### src/rtl/keypad_lock_ctrl.sv
`default_nettype none
// ============================================================================
// keypad_lock_ctrl : keypad combination lock with password change, lockout
//                    countdown and pattern-sequenced buzzer
// Revision 1.0
// ============================================================================
module keypad_lock_ctrl #(
  parameter int                  DIGITS    = 3,
  parameter logic [4*DIGITS-1:0] PASSWORD  = 12'h246,
  parameter int                  MAX_TRIES = 3,
  parameter int                  LOCK_SEC  = 20,
  parameter int                  CLK_HZ    = 50_000_000,
  parameter int                  TONE_KEY  = 50_000,
  parameter int                  TONE_OK   = 25_000,
  parameter int                  TONE_FAIL = 100_000
) (
  input  logic                         clk,
  input  logic                         RSTn,
  input  logic [15:0]                  onehot,
  output logic [4*DIGITS-1:0]          binary,
  output logic [$clog2(DIGITS+1)-1:0]  times,
  output logic [3:0]                   tries,
  output logic                         unlocked,
  output logic                         locked_out,
  output logic                         buzzer
);

  localparam int NW      = 4 * DIGITS;
  localparam int TW      = $clog2(DIGITS + 1);
  localparam int SW      = (CLK_HZ > 1) ? $clog2(CLK_HZ) : 1;
  localparam int PW      = $clog2(3 * CLK_HZ / 5 + 2);
  localparam int TMAX_KO = (TONE_KEY > TONE_OK) ? TONE_KEY : TONE_OK;
  localparam int TMAX    = (TMAX_KO > TONE_FAIL) ? TMAX_KO : TONE_FAIL;
  localparam int HW      = $clog2(TMAX + 1);

  localparam logic [TW-1:0] TIMES_FULL = TW'(DIGITS);
  localparam logic [3:0]    TRIES_MAX  = 4'(MAX_TRIES);
  localparam logic [6:0]    LOCK_SEC_C = 7'(LOCK_SEC);
  localparam logic [SW-1:0] TICK_LAST  = SW'(CLK_HZ - 1);
  localparam logic [PW-1:0] DUR_KEY    = PW'(CLK_HZ / 5);
  localparam logic [PW-1:0] DUR_OK     = PW'(3 * CLK_HZ / 5);
  localparam logic [PW-1:0] SEG_FAIL   = PW'(CLK_HZ / 10);
  localparam logic [PW-1:0] SEG2_FAIL  = PW'(2 * (CLK_HZ / 10));
  localparam logic [PW-1:0] DUR_FAIL   = PW'(3 * (CLK_HZ / 10));
  localparam logic [NW-1:0] BLANK      = '1;
  localparam logic [31:0]   PASS_W     = 32'hFFFF_FA55;
  localparam logic [NW-1:0] PASS_DISP  = PASS_W[NW-1:0];

  typedef enum logic [1:0] {
    ST_ENTRY   = 2'd0,
    ST_OPEN    = 2'd1,
    ST_SETPW   = 2'd2,
    ST_LOCKOUT = 2'd3
  } state_t;

  typedef enum logic [1:0] {
    PAT_IDLE = 2'd0,
    PAT_KEY  = 2'd1,
    PAT_OK   = 2'd2,
    PAT_FAIL = 2'd3
  } pat_t;

  function automatic logic [NW-1:0] bcd_disp(input logic [6:0] v);
    logic [31:0] w;
    w      = 32'h0;
    w[7:4] = 4'(v / 7'd10);
    w[3:0] = 4'(v % 7'd10);
    return w[NW-1:0];
  endfunction

  function automatic logic [HW-1:0] half_period_m1(input pat_t p);
    logic [HW-1:0] r;
    case (p)
      PAT_KEY:  r = HW'(TONE_KEY - 1);
      PAT_OK:   r = HW'(TONE_OK - 1);
      PAT_FAIL: r = HW'(TONE_FAIL - 1);
      default:  r = '0;
    endcase
    return r;
  endfunction

  function automatic logic [PW-1:0] pat_duration(input pat_t p);
    logic [PW-1:0] r;
    case (p)
      PAT_KEY:  r = DUR_KEY;
      PAT_OK:   r = DUR_OK;
      PAT_FAIL: r = DUR_FAIL;
      default:  r = '0;
    endcase
    return r;
  endfunction

  logic [15:0]   key_q, key_d, prev_key_q, prev_key_d;
  state_t        state_q, state_d;
  logic [NW-1:0] binary_q, binary_d, pw_q, pw_d;
  logic [TW-1:0] times_q, times_d;
  logic [3:0]    tries_q, tries_d, tries_inc;
  logic [6:0]    sec_q, sec_d;
  logic [SW-1:0] tick_q, tick_d;
  pat_t          pat_q, pat_d, start_pat;
  logic [PW-1:0] pcnt_q, pcnt_d, pcnt_inc;
  logic [HW-1:0] tone_q, tone_d, half_m1;
  logic          buzz_q, buzz_d;
  logic          start;

  logic          is_digit, is_enter, is_clear, is_admin, is_set, is_lock;
  logic [3:0]    digit;
  logic          press_ok, ev_digit, ev_enter, ev_clear, ev_admin, ev_set, ev_lock;
  logic          full, tick;

  // Only the fifteen mapped codes decode; everything else (incl. 0x0010) is inert.
  always_comb begin
    is_digit = 1'b0;
    is_enter = 1'b0;
    is_clear = 1'b0;
    is_admin = 1'b0;
    is_set   = 1'b0;
    is_lock  = 1'b0;
    digit    = 4'd0;
    case (key_q)
      16'h0008: begin is_digit = 1'b1; digit = 4'd0; end
      16'h0080: begin is_digit = 1'b1; digit = 4'd1; end
      16'h0040: begin is_digit = 1'b1; digit = 4'd2; end
      16'h0020: begin is_digit = 1'b1; digit = 4'd3; end
      16'h0800: begin is_digit = 1'b1; digit = 4'd4; end
      16'h0400: begin is_digit = 1'b1; digit = 4'd5; end
      16'h0200: begin is_digit = 1'b1; digit = 4'd6; end
      16'h8000: begin is_digit = 1'b1; digit = 4'd7; end
      16'h4000: begin is_digit = 1'b1; digit = 4'd8; end
      16'h2000: begin is_digit = 1'b1; digit = 4'd9; end
      16'h0001: is_enter = 1'b1;
      16'h1000: is_clear = 1'b1;
      16'h0100: is_admin = 1'b1;
      16'h0002: is_set   = 1'b1;
      16'h0004: is_lock  = 1'b1;
      default:  ;
    endcase
  end

  assign press_ok = (prev_key_q == 16'h0);
  assign ev_digit = press_ok & is_digit;
  assign ev_enter = press_ok & is_enter;
  assign ev_clear = press_ok & is_clear;
  assign ev_admin = press_ok & is_admin;
  assign ev_set   = press_ok & is_set;
  assign ev_lock  = press_ok & is_lock;
  assign full     = (times_q == TIMES_FULL);
  assign tick     = (tick_q == TICK_LAST);

  always_comb begin
    key_d      = onehot;
    prev_key_d = key_q;
    state_d    = state_q;
    binary_d   = binary_q;
    pw_d       = pw_q;
    times_d    = times_q;
    tries_d    = tries_q;
    sec_d      = sec_q;
    tick_d     = tick ? '0 : tick_q + 1'b1;
    tries_inc  = tries_q + 4'd1;
    start      = 1'b0;
    start_pat  = PAT_IDLE;

    if (ev_admin) begin
      state_d  = ST_ENTRY;
      tries_d  = 4'd0;
      binary_d = BLANK;
      times_d  = '0;
    end else begin
      case (state_q)
        ST_ENTRY: begin
          if (ev_digit && !full) begin
            binary_d      = binary_q << 4;
            binary_d[3:0] = digit;
            times_d       = times_q + 1'b1;
            start         = 1'b1;
            start_pat     = PAT_KEY;
          end else if (ev_enter && full) begin
            start = 1'b1;
            if (binary_q == pw_q) begin
              state_d   = ST_OPEN;
              binary_d  = PASS_DISP;
              tries_d   = 4'd0;
              start_pat = PAT_OK;
            end else begin
              tries_d   = tries_inc;
              binary_d  = BLANK;
              times_d   = '0;
              start_pat = PAT_FAIL;
              if (tries_inc == TRIES_MAX) begin
                state_d  = ST_LOCKOUT;
                sec_d    = LOCK_SEC_C;
                tick_d   = '0;
                binary_d = bcd_disp(LOCK_SEC_C);
              end
            end
          end else if (ev_clear) begin
            binary_d = BLANK;
            times_d  = '0;
          end
        end
        ST_OPEN: begin
          if (ev_lock) begin
            state_d  = ST_ENTRY;
            binary_d = BLANK;
            times_d  = '0;
          end else if (ev_set) begin
            state_d  = ST_SETPW;
            binary_d = BLANK;
            times_d  = '0;
          end
        end
        ST_SETPW: begin
          if (ev_digit && !full) begin
            binary_d      = binary_q << 4;
            binary_d[3:0] = digit;
            times_d       = times_q + 1'b1;
            start         = 1'b1;
            start_pat     = PAT_KEY;
          end else if (ev_enter && full) begin
            pw_d      = binary_q;
            state_d   = ST_ENTRY;
            binary_d  = BLANK;
            times_d   = '0;
            start     = 1'b1;
            start_pat = PAT_OK;
          end else if (ev_clear) begin
            state_d  = ST_OPEN;
            binary_d = PASS_DISP;
            times_d  = '0;
          end
        end
        ST_LOCKOUT: begin
          if (tick) begin
            if (sec_q == 7'd0) begin
              state_d  = ST_ENTRY;
              tries_d  = 4'd0;
              binary_d = BLANK;
              times_d  = '0;
            end else begin
              sec_d    = sec_q - 7'd1;
              binary_d = bcd_disp(sec_q - 7'd1);
            end
          end
        end
        default: state_d = ST_ENTRY;
      endcase
    end
  end

  // Tone counter is preloaded to its wrap value so the first active cycle toggles high.
  always_comb begin
    pat_d    = pat_q;
    pcnt_d   = pcnt_q;
    tone_d   = tone_q;
    buzz_d   = buzz_q;
    pcnt_inc = pcnt_q + 1'b1;
    half_m1  = half_period_m1(pat_q);
    if (start) begin
      pat_d  = start_pat;
      pcnt_d = '0;
      tone_d = half_period_m1(start_pat);
      buzz_d = 1'b0;
    end else if (pat_q != PAT_IDLE) begin
      if (pcnt_q == pat_duration(pat_q)) begin
        pat_d  = PAT_IDLE;
        pcnt_d = '0;
        tone_d = '0;
        buzz_d = 1'b0;
      end else begin
        pcnt_d = pcnt_inc;
        if (pat_q == PAT_FAIL && pcnt_inc > SEG_FAIL && pcnt_inc <= SEG2_FAIL) begin
          buzz_d = 1'b0;
          tone_d = half_m1;
        end else if (tone_q == half_m1) begin
          tone_d = '0;
          buzz_d = ~buzz_q;
        end else begin
          tone_d = tone_q + 1'b1;
        end
      end
    end
  end

  always_ff @(posedge clk) begin
    if (!RSTn) begin
      key_q      <= 16'h0;
      prev_key_q <= 16'h0;
      state_q    <= ST_ENTRY;
      binary_q   <= BLANK;
      pw_q       <= PASSWORD;
      times_q    <= '0;
      tries_q    <= 4'd0;
      sec_q      <= 7'd0;
      tick_q     <= '0;
      pat_q      <= PAT_IDLE;
      pcnt_q     <= '0;
      tone_q     <= '0;
      buzz_q     <= 1'b0;
    end else begin
      key_q      <= key_d;
      prev_key_q <= prev_key_d;
      state_q    <= state_d;
      binary_q   <= binary_d;
      pw_q       <= pw_d;
      times_q    <= times_d;
      tries_q    <= tries_d;
      sec_q      <= sec_d;
      tick_q     <= tick_d;
      pat_q      <= pat_d;
      pcnt_q     <= pcnt_d;
      tone_q     <= tone_d;
      buzz_q     <= buzz_d;
    end
  end

  assign binary     = binary_q;
  assign times      = times_q;
  assign tries      = tries_q;
  assign unlocked   = (state_q == ST_OPEN);
  assign locked_out = (state_q == ST_LOCKOUT);
  assign buzzer     = buzz_q;

endmodule
`default_nettype wire

### config.mk
export PLATFORM = sky130hd
export DESIGN_NAME = keypad_lock_ctrl
export DESIGN_NICKNAME = d
export VERILOG_FILES = /design/src/rtl/keypad_lock_ctrl.sv
export SDC_FILE = /design/constraint.sdc
export NUM_CORES = 1
export LEC_CHECK = 0
export BUFFER_PORTS_ARGS = -buffer_cell sky130_fd_sc_hd__buf_2
export CAP_MARGIN = 40
export CORE_ASPECT_RATIO = 1.75
export CORE_MARGIN = 1
export CORE_UTILIZATION = 65
export DETAILED_ROUTE_END_ITERATION = 12
export GPL_TIMING_DRIVEN = 0
export MAX_ROUTING_LAYER = met4
export PLACE_DENSITY = 0.91
export SETUP_SLACK_MARGIN = 0.1
export SLEW_MARGIN = 20
export SYNTH_ARGS = -nofsm -noshare
export SYNTH_HDL_FRONTEND = slang
export SYNTH_SLANG_ARGS = --single-unit
export TNS_END_PERCENT = 5
### constraint.sdc
create_clock -name clk -period 5.2 [get_ports clk]
set_clock_uncertainty 0.2 [all_clocks]
set_input_delay 0.26 -clock clk [delete_from_list [all_inputs] [get_ports clk]]
set_output_delay 0.26 -clock clk [all_outputs]
set_load 0.05 [all_outputs]
=== Word level (Yosys, flattened, before mapping) ===
Cells that the tools add are included.

* Bits in registers: 142
* Bits of input ports: 18
* Output and inout bits: 21
* Word-level logic and storage cells: 191

* $add $sub $neg: 6
* Divide/modulo/power cells: 2
* $lt $le $gt $ge: 2
* Equal/unequal tests: 44
* Multiplexer cells: 89
* Bitwise operators: 10
* Reductions and logical operators: 25

{| class="wikitable"
|+ Operators with widths
! operator !! count
|-
| $mux 26 || 7
|-
| $mux 12 || 12
|-
| $pmux 17 s3 || 2
|-
| $mux 17 || 5
|-
| $mux 25 || 3
|-
| $pmux 25 s3 || 1
|-
| $mux 2 || 27
|-
| $pmux 12 s4 || 1
|-
| $mux 7 || 6
|-
| $pmux 4 s9 || 1
|-
| $add 26x1->26 const B || 1
|-
| $eq 26x26->1 const B || 1
|-
| $add 25x1->25 const B || 1
|-
| $eq 25x25->1 || 1
|-
| $gt 25x23->1 const B || 1
|-
| $le 25x24->1 const B || 1
|-
| $mux 4 || 5
|-
| $add 17x1->17 const B || 1
|-
| $eq 17x17->1 || 1
|-
| $eq 16x1->1 const B || 1
|-
| $eq 16x10->1 const B || 1
|-
| $eq 16x11->1 const B || 1
|-
| $eq 16x12->1 const B || 1
|-
| $eq 16x13->1 const B || 1
|-
| 44 further kinds || 95
|}

=== Depth between registers and ports, before layout ===
Gate-level depths: netlist (run 1).

* Depth after elaboration: 13
* Mapped depth: 14
* Depth with buffers taken out: 13

=== Worst setup path after synthesis (run 1) ===
OpenSTA, ideal clock, no wires.

* Kind: reg-to-reg
* Start: reg sec_q[0]
* End: reg binary_q[2] (netlist: binary[2])
* Library setup time: 69 ps
* Arrival: 3,054 ps
* Required time: 4,931 ps
* Path slack: 1,877 ps
* Stages on the path, launching flop included: 15
* Buffers on the path: 1
* Period minus slack after synthesis: 3,323 ps
* Path through: dfxtp_1 inv_1 ha_1 buf_4 or3b_4 and2_4 o31a_1 or3_4 a31oi_4 nor2_1 ha_1 o211ai_2 mux2i_1 o22ai_1 o21ai_1

* Longest elaborated chain between the ends: 5
* Elaborated cells on any way between the ends: 6
* Classes of those cells: 1 x add/sub; 1 x div; 3 x mux; 1 x reduce/logical

{| class="wikitable"
|+ RTL lines
! element !! RTL line !! RTL
|-
| start, declared || 98 || <nowiki>logic [6:0] sec_q, sec_d;</nowiki>
|-
| start signal, assigned || 294 || <nowiki>sec_q <= 7'd0;</nowiki>
|-
| start signal, assigned || 308 || <nowiki>sec_q <= sec_d;</nowiki>
|-
| $sub 7x1->7 || 242 || <nowiki>binary_d = bcd_disp(sec_q - 7'd1);</nowiki>
|-
| $mod 7x4->7 || 67 || <nowiki>w[3:0] = 4'(v % 7'd10);</nowiki>
|-
| $mux 12 * || 235 || <nowiki>if (sec_q == 7'd0) begin</nowiki>
|-
| $mux 12 * || 234 || <nowiki>if (tick) begin</nowiki>
|-
| $pmux 12 s4 * || 170 || <nowiki>case (state_q)</nowiki>
|-
| end signal, assigned || 304 || <nowiki>binary_q <= binary_d;</nowiki>
|-
| end, declared || 95 || <nowiki>logic [NW-1:0] binary_q, binary_d, pw_q, pw_d;</nowiki>
|}

Mark *: on every way between the ends. The rest lies on a longest branch, timed or not. The select of a mux whose other input is x is not followed.
A chain may end at the register's enable or synchronous reset.

=== Worst setup path after layout (run 1) ===
* Start: reg pcnt_q[0]
* End: reg tone_q[15]

* Longest elaborated chain between the ends: 8
* Elaborated cells on any way between the ends: 10
* Classes of those cells: 1 x add/sub; 2 x order compare; 1 x eq/ne; 4 x mux; 2 x reduce/logical

{| class="wikitable"
|+ RTL lines
! element !! RTL line !! RTL
|-
| start, declared || 101 || <nowiki>logic [PW-1:0] pcnt_q, pcnt_d, pcnt_inc;</nowiki>
|-
| start signal, assigned || 311 || <nowiki>pcnt_q <= pcnt_d;</nowiki>
|-
| $add 25x1->25 || 257 || <nowiki>pcnt_inc = pcnt_q + 1'b1;</nowiki>
|-
| $gt 25x23->1 || 272 || <nowiki>if (pat_q == PAT_FAIL && pcnt_inc > SEG_FAIL && pcnt_inc <= SEG2_FAIL) begin</nowiki>
|-
| $logic_and 1x1->1 (2 in a row) || 272 ||
|-
| $mux 17 || 272 ||
|-
| $mux 17 * || 265 || <nowiki>if (pcnt_q == pat_duration(pat_q)) begin</nowiki>
|-
| $mux 17 * || 264 || <nowiki>end else if (pat_q != PAT_IDLE) begin</nowiki>
|-
| $mux 17 * || 259 || <nowiki>if (start) begin</nowiki>
|-
| end signal, assigned || 312 || <nowiki>tone_q <= tone_d;</nowiki>
|-
| end, declared || 102 || <nowiki>logic [HW-1:0] tone_q, tone_d, half_m1;</nowiki>
|}

Marked as above.

==> metrics.txt, run 1 <==
Tot GR Track Use=0.425; reg-to-reg endpoint=tone_q[15]$_SDFFE_PN0P_; Hold Crit Start=RSTn; switching share of total power=0.255; most frequent cells in the layout=dfxtp_1 (142), nand2_1 (116), nor2_1 (114); hpwl dp=20,000 um; Reg power frac=0.449; Least-Margin Pin Slew=1000 ps; R2R depth=12; critical path's slowest cell=a2111oi_0; most common cell after layout, fill and taps aside=dfxtp_1; fmax=0.243 GHz; crit-path max FO=10; static leakage=3.72 nW; GPL Wtd Cong=between 1 and 1.5; mux cell area share after synthesis=0.00454; RSZ-0062 raised after global routing=no; die width=90.0 um; clock tree sinks=142; crit-path cells=ha_1, nand3_1, nor2_1, o221ai_1, a2111oi_0, o21ai_0, a211oi_2, or2_4, buf_6, mux2i_1, nor3_1, o21a_1; Adder-Cell Fraction of Synth Area=0.0270; Logic pwr share=0.048; DRC viols=0; Cell Rows=56; Reg2Reg Launch Point=pcnt_q[0]$_SDFFE_PP0P_; 1st-iter DRT viols=843; GRT overflow=0; antenna violations before repair=0; CTS tree=built; via-per-instance ratio=6.78; layout cells sized above 1=0.105; worst reg2reg setup slack=roughly 1100 ps; number of synthesized flops with an enable pin=0; outcome=complete, no violations; Clock Tree Buf Depth=2; ANT cells=0; mapped cell area=8820 um2; Placed Area=9240 um2; Max VDD drop=0.245 mV; yosys warns=0; vias=9,607; Synth-to-Final Area Change=13.5%; first-pass GRT wire length=46,100 um; Yosys cell types=slightly below 90; First-pass DRT Iterations=9; clock share of power=0.503; largest net degree at the start of global routing=17; simple-gate share of the synthesized area=0.334; Root Buffer=clkbuf_16; I/O pins=39; pwr dens=between 200 and 250 nW/um2; Synth Area in XOR/XNOR=0.0634; Final #Nets=1,267; Post-Place Setup Slack=1320 ps; die height=about 160 um; Fin. Hold Viols=0; Compound-Gate Fraction of Synth Area=0.200; final wirelength=about 29,000 um; CP Data Required Time=around 5300 ps; Worst path max stage delay=approximately 740 ps; HP Class=in -> reg; Pint=about 0.0019 W; Antenna Nets Post-Route=0; Initial Util=0.662; WHS Path Cells=5; Mapped Cells=1,154; Tcrit/Tclk final=0.790; Setup WS post-layout=1090 ps; Worst slew margin=0.325; largest family of logic cells by synthesized area=simple AND/OR/NAND/NOR gates; register area share after synthesis=0.322; hold path endpoint=tone_q[2]$_SDFFE_PN0P_; vias in the first global route=9,522; Mapped Nets=1,191; Synth Register Bits=142; clk_lat worst skew=around 430 ps; max cap viols=0; fin crit period=4110 ps; critical path class=reg -> reg; WHS=approximately 190 ps; die area=~14,000 um2; worst endpoint data arrival time=about 4200 ps; H-tree depth=4; final instance area=10,000 um2; WL per Instance=20.2 um; Core ar.=13,300 um2; port bufs=38; Slew Limit Fails=0; Final setup viols=0; Async SR Flop Fraction=0; top_reg_cell synth=dfxtp_1; setup TNS=0 ps; Inserted Clock Buffers=17; Post-Route Utilization=0.752; Worst-path clk slew=60 ps; CP Launch Type=flip-flop; Post-Syn Area per Cell=7.64 um2; critical path endpoint category=flip-flop; Sw Pwr=0.000634 W
[metrics by stage]
step	total power, W	std cells
2_1_floorplan	0.00121	1154
3_3_place_gp	0.00124	1366
3_5_place_dp	0.00124	1368
4_1_cts	0.00247	1416
5_1_grt	0.00255	1417
6_report	0.00249	1417
[power by group through the flow]
stage / Sequential [W] / Clock (W) / Combinational, W
after floorplan: 0.00114 / 0 / 0.0000684
after global placement: 0.00114 / 0 / 0.0000979
after detailed placement: 0.00114 / 0 / 0.000101
after CTS: 0.00112 / 0.00124 / 0.000113
after global routing: 0.00112 / 0.00130 / 0.000128
final: 0.00112 / 0.00125 / 0.000119
[Yosys cell counts, types with 9 or more instances]
master | n | share of area
dfxtp_1 | 142 | 0.32
or3_1 | 22 | 0.016
and2_1 | 36 | 0.026
nand4_1 | 32 | 0.023
and4_1 | 12 | 0.012
or4_1 | 11 | 0.0094
nor3_1 | 39 | 0.022
ha_1 | 19 | 0.027
xor2_1 | 28 | 0.028
nand3b_1 | 15 | 0.013
inv_1 | 29 | 0.012
and3_1 | 22 | 0.016
nand3_1 | 51 | 0.029
buf_2 | 18 | 0.010
o22ai_1 | 9 | 0.0064
o21ai_0 | 71 | 0.040
nand2_1 | 116 | 0.049
clkbuf_1 | 50 | 0.021
a21oi_1 | 89 | 0.051
nor4_1 | 20 | 0.014
a31oi_1 | 11 | 0.0078
xnor2_1 | 34 | 0.034
nor2_1 | 114 | 0.049
[registers in the layout, indices dropped and copies added (netlist names)]
name / count
binary: 12
buzzer: 1
key_q: 16
pat_q: 2
pcnt_q: 25
prev_key_q: 16
pw_q: 12
sec_q: 7
state_q: 2
tick_q: 26
times: 2
tone_q: 17
tries: 4
[layer usage]
layer / up-vias / share of wire / global-route usage
met2: 581 / 0.53 / 0.774
met5: - / 0 / -
met4: 0 / 0.085 / 0.348
met3: 223 / 0.063 / 0.0848
li1: 4352 / - / -
met1: 4451 / 0.32 / 0.377
[cell families after synthesis]
kind of cell               count (synthesis)
AOI/OAI and AO/OA                        276
buffers and inverters                    103
and+or+nand+nor                          547
adders and majority gates                 19
DFF                                      142
xor gates and xnor gates                  63
muxes                                      4
[final cells by class]
class	count	area (um2)
multi-input combinational	909	5550
clock buffer	19	453
buffer	74	319
fill	988	3300
inverter	29	109
sequential	142	2840
timing repair buffer	57	370
clock inverter	13	150
tap	174	218
[worst max-delay path, delay by kind of cell (launching register included)]
family,cells,cell delay (ps)
flip-flops,1,460
buffers and inverters,1,150
AND/OR/NAND/NOR,4,1100
AO/OA/AOI/OAI,5,1650
adder cells (fa/ha/maj),1,250
multiplexers,1,180
[worst max-delay path by stage]
stage                                start  cells past startpoint                       to
global route           key_q[9]$_SDFF_PN0_                     10  tone_q[14]$_SDFFE_PN0P_
detailed placement  pcnt_q[0]$_SDFFE_PP0P_                     12   tone_q[6]$_SDFFE_PN0P_
floorplan            sec_q[0]$_SDFFE_PN0P_                     14   binary[2]$_SDFFE_PP1P_
CTS                 pcnt_q[0]$_SDFFE_PP0P_                     12   tone_q[6]$_SDFFE_PN0P_
global placement    pcnt_q[0]$_SDFFE_PP0P_                     12   tone_q[6]$_SDFFE_PN0P_
finish              pcnt_q[0]$_SDFFE_PP0P_                     12  tone_q[15]$_SDFFE_PN0P_
[repair_timing]
action,CTS,global route
gates resized for setup,0,0
buffers inserted,0,0
endpoints found under the hold margin,16,0
hold buffers,16,0
Note: power is estimated with default switching activity, not from simulation.
==> inputs of run 2 (changes only) <==
--- a/config.mk
+++ b/config.mk
@@ -9,11 +9,11 @@
 export CAP_MARGIN = 40
 export CORE_ASPECT_RATIO = 1.75
 export CORE_MARGIN = 1
-export CORE_UTILIZATION = 65
+export CORE_UTILIZATION = 63
 export DETAILED_ROUTE_END_ITERATION = 12
 export GPL_TIMING_DRIVEN = 0
 export MAX_ROUTING_LAYER = met4
-export PLACE_DENSITY = 0.91
+export PLACE_DENSITY = 0.88
 export SETUP_SLACK_MARGIN = 0.1
 export SLEW_MARGIN = 20
 export SYNTH_ARGS = -nofsm -noshare
==> constraint.sdc (replaced) <==
create_clock -name clk -period 4 [get_ports clk]
set_clock_uncertainty 0.2 [all_clocks]
set_input_delay 0.2 -clock clk [delete_from_list [all_inputs] [get_ports clk]]
set_output_delay 0.2 -clock clk [all_outputs]
set_load 0.05 [all_outputs]
==> run 2 against run 1 <==
  * Power up 31%
  * Largest power group unchanged
  * First-iteration DRC count up 12%
  * Worst setup slack worse by 980 ps
==> metrics.txt, run 2 (synthesized netlist as in run 1, its figures left out) <==
final instance area=10,100 um2; antenna violations before repair=1; Initial Util=0.652; GPL Wtd Cong=1.03; pwr dens=323 nW/um2; die height=159 um; CP Data Required Time=4130 ps; worst path bufs/invs=3; WL per Instance=20.5 um; vias in the first global route=approximately 9,400; layout cells sized above 1=0.112; GRT overflow=0; max cap viols=0; Max VDD drop=roughly 0.31 mV; RSZ-0062 raised after global routing=yes; Root Buffer=clkbuf_16; Slew Limit Fails=0; CP delay by family, top=simple AND/OR/NAND/NOR gates; metal3 WL=about 2000 um; vias=between 9,000 and 10,000; Cell Rows=56; via-per-instance ratio=6.80; Core ar.=13,500 um2; crit-path cells=nor3_1, nand4_1, or3_1, o21ai_1, o31ai_2, buf_4, a21o_1, nand2_1, buf_2, buf_2, nor2_1; max reg flops=26; 1st-iter DRT viols=between 900 and 1,000; most frequent cells in the layout=dfxtp_1 (142), nand2_1 (116), nor2_1 (112); Least-Margin Pin Slew=around 800 ps; worst reg2reg setup slack=110 ps; critical path endpoint category=flip-flop; DRC viols=0; Tcrit/Tclk final=0.972; Final setup viols=0; Placed Area=between 9000 and 10,000 um2; Hold Crit Start=RSTn; hpwl dp=20,100 um; most common cell after layout, fill and taps aside=dfxtp_1; CTS tree=built; fmax=0.257 GHz; fin crit period=3890 ps; static leakage=3.73 nW; Final #Nets=1,270; port bufs=38; clock tree sinks=between 100 and 150; critical path class=reg -> reg; hold path endpoint=tone_q[13]$_SDFFE_PN0P_; critical path's slowest cell=or3_1; Top Registers=tick_q: 26 flops, pcnt_q: 25 flops, tone_q: 17 flops; Setup WS post-layout=114 ps; die width=91.4 um; crit-path most repeated cell=buf_2; top routing layer in use=met4; Fin. Hold Viols=0; final wirelength=roughly 29,000 um; Tot GR Track Use=0.421; outcome=complete, no violations; Worst-path clk slew=70 ps; Reg2Reg Launch Point=key_q[5]$_SDFF_PN0_; WHS Path Cells=4; WHS=103 ps; I/O pins=39; reg-to-reg endpoint=pcnt_q[6]$_SDFFE_PP0P_; Clock Tree Buf Depth=2; R2R depth=11; HP Class=in -> reg; Synth-to-Final Area Change=14.2%; largest reg by FF count=tick_q; Antenna Nets Post-Route=0; wire length on met2=15,200 um; H-tree depth=4; met1 wire length=~9300 um; largest net degree at the start of global routing=19; crit-path max FO=10; Post-Place Setup Slack=79.3 ps; Inserted Clock Buffers=17; worst endpoint data arrival time=4020 ps; First-pass DRT Iterations=9; Worst path max stage delay=around 470 ps; CP Launch Type=flip-flop; die area=14,500 um2; Worst slew margin=0.468; first-pass GRT wire length=46,200 um; clk_lat worst skew=roughly 440 ps
==> run 2: cell types whose count changed in the layout (fill, tap and decap cells not counted), moves of 2 or more <==
cell      before  now
clkinv_4       5    3
nor4_1        20   17
nor2_1       114  112
inv_6          3    1
buf_4          3    6
clkbuf_8       2    0
nor4_2         2    5
nor2_2         0    2
inv_8          3    5
clkinv_8       1    5
==> run 2: area by class of cell <==
type / count / area (um2)
Clock inverter: 15 / 189
Antenna cell: 1 / 2.50
Fill cell: 1035 / 3450
Tap cell: 174 / 218
Buffer: 74 / 319
Inverter: 29 / 109
Clock buffer: 17 / 425
Multi-Input combinational cell: 909 / 5580
Timing Repair Buffer: 60 / 393
Sequential cell: 142 / 2840
==> run 2: per-stage QoR <==
step	std cells	power, W	TNS [ps]	util
2_1_floorplan	1154	0.00157	0	-
3_3_place_gp	1366	0.00161	0	0.682
3_5_place_dp	1366	0.00161	0	0.682
4_1_cts	1414	0.00323	0	0.740
5_1_grt	1421	0.00333	-60.9	0.745
6_report	1421	0.00326	0	0.745
==> run 2: routing by layer <==
layer  vias up  track usage
li1       4353            -
met1      4463        0.360
met2       591        0.745
met3       262        0.126
met4         0        0.359
met5         -            -
==> run 2: worst max-delay path by stage <==
| stage | from | endpoint | slack (ps) | cells past startpoint |
|---|---|---|---|---|
| after floorplan | sec_q[0]$_SDFFE_PN0P_ | binary[2]$_SDFFE_PP1P_ | 680 | 14 |
| after detailed placement | pcnt_q[0]$_SDFFE_PP0P_ | tone_q[6]$_SDFFE_PN0P_ | 80 | 12 |
| after global placement | pcnt_q[0]$_SDFFE_PP0P_ | tone_q[6]$_SDFFE_PN0P_ | 60 | 12 |
| after global routing | key_q[5]$_SDFF_PN0_ | pcnt_q[22]$_SDFFE_PP0P_ | -20 | 11 |
| final | key_q[5]$_SDFF_PN0_ | pcnt_q[6]$_SDFFE_PP0P_ | 110 | 11 |
| after CTS | key_q[9]$_SDFF_PN0_ | tone_q[7]$_SDFFE_PN0P_ | 170 | 9 |
==> run 2: power by group <==
part | internal [W] | switching (W)
clock network | 0.000852 | 0.000795
registers | 0.00143 | 0.0000188
logic | 0.0000587 | 0.0000987
==> run 2: timing repair <==
action                     4_1_cts  5_1_grt
buffers inserted                 0        3
hold endpoints to repair        16        0
setup endpoints to repair        3       26
pin swaps                        0        1
gates resized for setup          1        5
hold buffers                    16        0
==> run 2: worst min-delay path, delay by kind of cell <==
family,cells,cell delay [ps]
compound gates,1,230
buf+inv,2,210
simple gates,1,80
